==> config.mk <==
export PLATFORM = sky130hd
export DESIGN_NAME = seq_multiplier_8bit_flat
export DESIGN_NICKNAME = d
export VERILOG_FILES = /design/src/rtl/seq_multiplier_8bit_pkg.sv /design/src/rtl/seq_multiplier_8bit_if.sv /design/src/rtl/seq_multiplier_8bit_adder.sv /design/src/rtl/seq_multiplier_8bit.sv /design/src/flat_wrapper.sv
export SDC_FILE = /design/constraint.sdc
export NUM_CORES = 1
export LEC_CHECK = 0
export ABC_AREA = 0
export CORE_MARGIN = 4
export CORE_UTILIZATION = 55
export CTS_CLUSTER_SIZE = 20
export DETAILED_ROUTE_END_ITERATION = 16
export PLACE_DENSITY = 0.83
export SLEW_MARGIN = 10
export SYNTH_ARGS = -nofsm -noshare
export SYNTH_HDL_FRONTEND = slang
export SYNTH_SLANG_ARGS = --single-unit
==> constraint.sdc <==
create_clock -name clk -period 7.2 [get_ports clk]
set_input_delay 1.44 -clock clk [delete_from_list [all_inputs] [get_ports clk]]
set_output_delay 1.44 -clock clk [all_outputs]
set_load 0.1 [all_outputs]
==> src/rtl/seq_multiplier_8bit_pkg.sv <==
// ---------------------------------------------------------------------------
// seq_multiplier_8bit_pkg
// Shared constants for the sequential multiplier: operand width, iteration
// counter width, product width and the multiplier FSM state encoding.
// Optional feature macro used by the files that import this package:
//   MUL_HIGH_NZ_FLAG_EN - adds the high_nz result flag.
// ---------------------------------------------------------------------------
package seq_multiplier_8bit_pkg;

    localparam int MUL_WIDTH = 8;
    localparam int MUL_CNT_W = 3;
    localparam int PROD_W    = 16;

    typedef enum logic [1:0] {
        ST_IDLE = 2'd0,
        ST_RUN  = 2'd1,
        ST_DONE = 2'd2
    } state_t;

endpackage

==> src/rtl/seq_multiplier_8bit_if.sv <==
// ---------------------------------------------------------------------------
// seq_multiplier_8bit_if
// start/busy/done handshake and operand/result bus of the multiplier.
//   start   : request a multiply (master -> slave)
//   num_1   : multiplicand        (master -> slave)
//   num_2   : multiplier          (master -> slave)
//   busy    : multiplier not idle (slave -> master)
//   done    : one-cycle completion pulse (slave -> master)
//   product : 16-bit result       (slave -> master)
//   high_nz : product[15:8] != 0, only with MUL_HIGH_NZ_FLAG_EN defined
// ---------------------------------------------------------------------------
interface seq_multiplier_8bit_if;
    import seq_multiplier_8bit_pkg::*;

    logic                 start;
    logic [MUL_WIDTH-1:0] num_1;
    logic [MUL_WIDTH-1:0] num_2;
    logic                 busy;
    logic                 done;
    logic [PROD_W-1:0]    product;
`ifdef MUL_HIGH_NZ_FLAG_EN
    logic                 high_nz;
`endif

    modport master (
        output start, num_1, num_2,
`ifdef MUL_HIGH_NZ_FLAG_EN
        input  high_nz,
`endif
        input  busy, done, product
    );

    modport slave (
        input  start, num_1, num_2,
`ifdef MUL_HIGH_NZ_FLAG_EN
        output high_nz,
`endif
        output busy, done, product
    );

endinterface

==> src/rtl/seq_multiplier_8bit_adder.sv <==
// ---------------------------------------------------------------------------
// Adder_8bit
// 8-bit ripple-carry adder used as the multiplier's per-iteration adder.
//   num_1, num_2 : addends
//   c            : carry in
//   sum          : 8-bit sum
//   carry        : carry out
// ---------------------------------------------------------------------------
module Adder_8bit (
    input  logic [7:0] num_1,
    input  logic [7:0] num_2,
    input  logic       c,
    output logic [7:0] sum,
    output logic       carry
);

    logic [8:0] cy;

    always_comb begin
        cy    = '0;
        sum   = '0;
        cy[0] = c;
        for (int i = 0; i < 8; i++) begin
            sum[i]  = num_1[i] ^ num_2[i] ^ cy[i];
            cy[i+1] = (num_1[i] & num_2[i]) | (cy[i] & (num_1[i] ^ num_2[i]));
        end
    end

    assign carry = cy[8];

endmodule

==> src/rtl/seq_multiplier_8bit.sv <==
// ---------------------------------------------------------------------------
// seq_multiplier_8bit
// Shift-and-add 8x8 unsigned multiplier: one add per cycle through
// Adder_8bit, 8 iterations, 16-bit product.
//   clk    : clock, rising edge
//   rst    : synchronous active-high reset
//   mul_if : slave side of the start/busy/done handshake and operand bus
// Optional feature macro: MUL_HIGH_NZ_FLAG_EN (adds mul_if.high_nz).
// ---------------------------------------------------------------------------
module seq_multiplier_8bit
    import seq_multiplier_8bit_pkg::*;
#(
    parameter int WIDTH = MUL_WIDTH,
    parameter int CNT_W = MUL_CNT_W
) (
    input  logic                 clk,
    input  logic                 rst,
    seq_multiplier_8bit_if.slave mul_if
);

    state_t              state_q, state_d;
    logic [WIDTH-1:0]    mcand_q, mcand_d;
    logic [WIDTH-1:0]    acc_q, acc_d;
    logic [WIDTH-1:0]    q_q, q_d;
    logic [CNT_W-1:0]    cnt_q, cnt_d;
    logic [2*WIDTH-1:0]  product_q, product_d;
    logic                busy_q, busy_d;
    logic                done_q, done_d;
`ifdef MUL_HIGH_NZ_FLAG_EN
    logic                high_nz_q, high_nz_d;
`endif

    logic [WIDTH-1:0]    addend;
    logic [WIDTH-1:0]    add_sum;
    logic                add_carry;

    assign addend = q_q[0] ? mcand_q : '0;

    Adder_8bit u_adder (
        .num_1 (acc_q),
        .num_2 (addend),
        .c     (1'b0),
        .sum   (add_sum),
        .carry (add_carry)
    );

    always_comb begin
        state_d   = state_q;
        mcand_d   = mcand_q;
        acc_d     = acc_q;
        q_d       = q_q;
        cnt_d     = cnt_q;
        product_d = product_q;
`ifdef MUL_HIGH_NZ_FLAG_EN
        high_nz_d = high_nz_q;
`endif
        case (state_q)
            ST_IDLE: begin
                if (mul_if.start) begin
                    mcand_d = mul_if.num_1;
                    q_d     = mul_if.num_2;
                    acc_d   = '0;
                    cnt_d   = '0;
                    state_d = ST_RUN;
                end
            end
            ST_RUN: begin
                // {carry,sum,q} >> 1: the carry-out lands in acc's MSB and the
                // sum LSB shifts into q as the next finished product bit.
                acc_d = {add_carry, add_sum[WIDTH-1:1]};
                q_d   = {add_sum[0], q_q[WIDTH-1:1]};
                cnt_d = cnt_q + 1'b1;
                if (cnt_q == {CNT_W{1'b1}}) begin
                    product_d = {acc_d, q_d};
`ifdef MUL_HIGH_NZ_FLAG_EN
                    high_nz_d = (acc_d != '0);
`endif
                    state_d   = ST_DONE;
                end
            end
            ST_DONE: state_d = ST_IDLE;
            default: state_d = ST_IDLE;
        endcase
        // Handshake outputs are registered from the next state so they line
        // up with the state they describe.
        busy_d = (state_d != ST_IDLE);
        done_d = (state_d == ST_DONE);
    end

    always_ff @(posedge clk) begin
        if (rst) begin
            state_q   <= ST_IDLE;
            mcand_q   <= '0;
            acc_q     <= '0;
            q_q       <= '0;
            cnt_q     <= '0;
            product_q <= '0;
            busy_q    <= 1'b0;
            done_q    <= 1'b0;
`ifdef MUL_HIGH_NZ_FLAG_EN
            high_nz_q <= 1'b0;
`endif
        end else begin
            state_q   <= state_d;
            mcand_q   <= mcand_d;
            acc_q     <= acc_d;
            q_q       <= q_d;
            cnt_q     <= cnt_d;
            product_q <= product_d;
            busy_q    <= busy_d;
            done_q    <= done_d;
`ifdef MUL_HIGH_NZ_FLAG_EN
            high_nz_q <= high_nz_d;
`endif
        end
    end

    assign mul_if.busy    = busy_q;
    assign mul_if.done    = done_q;
    assign mul_if.product = product_q;
`ifdef MUL_HIGH_NZ_FLAG_EN
    assign mul_if.high_nz = high_nz_q;
`endif

endmodule

==> src/flat_wrapper.sv <==
// flat-port wrapper written by rule: the top's interface ports become plain ports
module seq_multiplier_8bit_flat import seq_multiplier_8bit_pkg::*;
#(
    parameter int WIDTH = MUL_WIDTH,
    parameter int CNT_W = MUL_CNT_W
)
  (clk, rst, mul_if_start, mul_if_num_1, mul_if_num_2, mul_if_busy, mul_if_done, mul_if_product);
  seq_multiplier_8bit_if mul_if_i ();
  input  logic clk;
  input  logic rst;
  input wire logic [$bits(mul_if_i.start)-1:0] mul_if_start;
  input wire logic [$bits(mul_if_i.num_1)-1:0] mul_if_num_1;
  input wire logic [$bits(mul_if_i.num_2)-1:0] mul_if_num_2;
  output wire logic [$bits(mul_if_i.busy)-1:0] mul_if_busy;
  output wire logic [$bits(mul_if_i.done)-1:0] mul_if_done;
  output wire logic [$bits(mul_if_i.product)-1:0] mul_if_product;
  assign mul_if_i.start = mul_if_start;
  assign mul_if_i.num_1 = mul_if_num_1;
  assign mul_if_i.num_2 = mul_if_num_2;
  assign mul_if_busy = mul_if_i.busy;
  assign mul_if_done = mul_if_i.done;
  assign mul_if_product = mul_if_i.product;
  seq_multiplier_8bit #(.WIDTH(WIDTH), .CNT_W(CNT_W)) u_core (.clk(clk), .rst(rst), .mul_if(mul_if_i));
endmodule
==> results.cfg <==
[power_and_ir_drop]
powerDensity_nw_per_um2 = 208.7
peakVddDrop_mv = 0.1565
pwr-share-comb = 0.086
leakage_nw = 0.8499
power_switching_mw = 0.1148
total_power_mw = 0.5166
cellInternalPower_mw = 0.4018
p_seq_frac = 0.534
pwr-share-clk = 0.380
switching_share = 0.2222

[timing]
rsz0062_at_grt = no
tightest_slew_ns = 1.066
drv_slew = 0
max_freq_mhz = 246.4
finalCritPeriodShare = 0.5637
whs_ns = 0.4592
setup_viol = 0
fin_skew_ns = 0.003137
min_period_ns = 4.059
final-hold-violation-count = 0
maxSlewHeadroom = 0.2896
tns_ns = 0

[clock_tree]
clk_latency_ns = 0.30
h-tree-depth = 2
clk_path_buf_depth = 2
cts_resized = 0
clock-sinks = 47
root_buffer = clkbuf_8
cts_tree = yes
hold_buffers = 0
path_clk_slew_ns = 0.08
cts_made_buffers = 5
cts_setup_buffers = 0

[setup_path]
cp.required_ns = 7.38
regToRegEndpoint = u_core.acc_q[6]
start_kind = flip-flop
rrSetupSlack_ns = 3.14
path_common_cell = fa_1
max_stage_delay_ns = 0.54
crit_family = adder cells
crit_slowest_cell = fa_1
reg2reg_from = u_core.q_q[0]
path_max_fanout = 9
reg2reg_depth = 12
path_cells = and2_1 -> ha_1 -> inv_1 -> fa_1 -> fa_1 -> fa_1 -> fa_1 -> fa_1 -> fa_1 -> fa_1 -> a2bb2oi_1 -> nor2_1
arrival_ns = 4.24
cp_num_buf_inv = 1
critPathKind = flip-flop to flip-flop
critPathCaptureType = flip-flop

[floorplan]
die_x_um = 69.21
die-area_um2 = 4790
core_area_um2 = 3468
die_y_um = 69.21
rows = 21
ios = 37
start_util = 0.5942

[logic_synthesis]
ys_seq_elements = 47
yosys_warnings = 0
netlist_area_um2 = 2061
syn_avg_cell_area_um2 = 9.540
synth_cells = 216
syn_nets = 245
yosysSeqAreaShare = 0.4566
synth.distinct_cells = 28

[global_routing]
gr-total-overflow = 0
grt_first_pass_wirelength_um = 6555
grt_pass1_vias = 1419
grt_max_degree = 40
track_usage = 0.1698
antenna_found_initial = 0

[routing]
dr_wl_met2_um = 1822
wirelength_um = 3983
dr.pass1.iters = 4
wl_met3_um = 132
first_iter_violations = 88
wl_met1_um = 1962
num_vias = 1519
ant_nets = 0
via_per_inst = 5.220
drc_errors = 0
avgRoutedWirePerCell_um = 13.69
top_layer_used = met4

[placement]
place_congestion = 0.7675
portBuffers = 36
dp_hpwl_um = 2781
dpl-instance-area_um2 = 2357

[job]
max-cap-violations = 0

[status]
status = finished clean

[final_layout]
finalNetCount = 273
finalInstanceArea_um2 = 2475
insertedDiodeCount = 0
areaGrowthSynthToFinish_pct = 20.10
drive_above_1_share = 0.1020

[hold_path]
hold_path_depth = 2
hold_start = u_core.mul_if.product[2]
hp-class = flip-flop to flip-flop
worstHoldEndpoint = u_core.mul_if.product[2]
==> cells in the mapped netlist <==
library cell | number | area (µm²)
nand2b_1 | 2 | 12.51
dfxtp_1 | 47 | 940.9
nor3b_2 | 1 | 12.51
o221a_2 | 3 | 33.78
and3b_1 | 1 | 8.760
buf_12 | 1 | 20.02
nand2_1 | 32 | 120.1
nor2b_1 | 4 | 25.02
a211oi_2 | 8 | 100.1
a2bb2oi_1 | 8 | 70.07
buf_4 | 3 | 22.52
buf_6 | 5 | 56.30
a21oi_1 | 24 | 120.1
mux2i_1 | 6 | 60.06
o21bai_1 | 1 | 7.510
nor2_2 | 4 | 25.02
inv_1 | 9 | 33.78
buf_1 | 1 | 3.750
o21ai_1 | 1 | 5.000
and2_1 | 2 | 12.51
fa_1 | 7 | 140.1
clkbuf_1 | 3 | 11.26
o21ai_0 | 13 | 65.06
buf_2 | 3 | 15.01
a22oi_1 | 2 | 15.01
nand3b_1 | 1 | 7.510
nor2_1 | 21 | 78.83
ha_1 | 3 | 37.54
==> routing by layer <==
layer,vias to the layer above,track usage
met3,6,0.04783
met4,0,0.06508
met1,711,0.2172
met5,-,0
li1,779,-
met2,23,0.2712
==> power by group through the flow <==
| stage | clock [mW] | sequential, mW | combinational [mW] |
|---|---|---|---|
| 2_1_floorplan | 0 | 0.280 | 0.0307 |
| 6_report | 0.196 | 0.276 | 0.0445 |
| 3_3_place_gp | 0 | 0.281 | 0.0439 |
| 5_1_grt | 0.210 | 0.277 | 0.0491 |
| 4_1_cts | 0.200 | 0.276 | 0.0446 |
| 3_5_place_dp | 0 | 0.282 | 0.0443 |
==> cells by family (layout without fill, tap and decap cells) <==
group / Yosys count / count (layout) / share of synthesized area
AO/OA/AOI/OAI: 60 / 60 / 0.2022
adder cells (fa/ha/maj): 10 / 10 / 0.08622
buffers and inverters: 25 / 54 / 0.07892
flip-flops: 47 / 47 / 0.4566
multiplexers: 6 / 6 / 0.02915
AND/OR/NAND/NOR: 68 / 68 / 0.1469
==> worst max-delay path by stage <==
stage | start | end | cells after the start | slack (ns)
finish | u_core.q_q[0] | u_core.acc_q[6] | 12 | 3.14
global route | u_core.q_q[0] | u_core.acc_q[6] | 12 | 2.95
CTS | u_core.q_q[0] | u_core.acc_q[6] | 12 | 3.13
detailed placement | u_core.q_q[0] | u_core.acc_q[6] | 12 | 3.14
global placement | u_core.q_q[0] | u_core.acc_q[6] | 12 | 3.28
floorplan | u_core.q_q[0] | u_core.acc_q[6] | 13 | 3.26
==> final cells by class <==
cell class	count	area (µm²)
repair buffers	37	367.9
clock buffers	6	82.58
multi-input cells	144	957.2
well taps	46	57.56
clock inverters	2	35.03
fillers	268	993.5
inverters	9	33.78
flip-flops and latches	47	940.9
==> stage by stage <==
stage / setup WS [ns] / cells / utilization
2_1_floorplan: 3.258 / 216 / -
3_3_place_gp: 3.281 / 283 / 0.6797
3_5_place_dp: 3.144 / 283 / 0.6797
4_1_cts: 3.132 / 291 / 0.7136
5_1_grt: 2.951 / 291 / 0.7136
6_report: 3.141 / 291 / 0.7136
==> worst reg2reg max path, stage by stage (launching register included) <==
cell,delay (ns)
dfxtp_1,0.47
and2_1,0.18
ha_1,0.13
inv_1,0.04
fa_1,0.37
fa_1,0.39
fa_1,0.38
fa_1,0.40
fa_1,0.39
fa_1,0.39
fa_1,0.54
a2bb2oi_1,0.20
nor2_1,0.05
==> registers in the layout (all words and copies together) (netlist names) <==
signal                 cells
u_core.mul_if.product     16
u_core.q_q                 8
u_core.cnt_q               3
u_core.mul_if.busy         1
u_core.acc_q               8
u_core.mcand_q             8
u_core.mul_if.done         1
u_core.state_q             2
==> cell usage in the layout (no fill, tap or decap), types with 3 or more instances in the layout <==
master	instances
o21ai_0	13
o221a_2	3
dfxtp_1	47
mux2i_1	6
inv_1	9
nand2_1	32
nor2_1	21
clkdlybuf4s50_1	36
nor2_2	4
ha_1	3
clkbuf_8	6
nor2b_1	4
a21oi_1	24
a2bb2oi_1	8
a211oi_2	8
fa_1	7
Power figures use the tool's default switching activity.
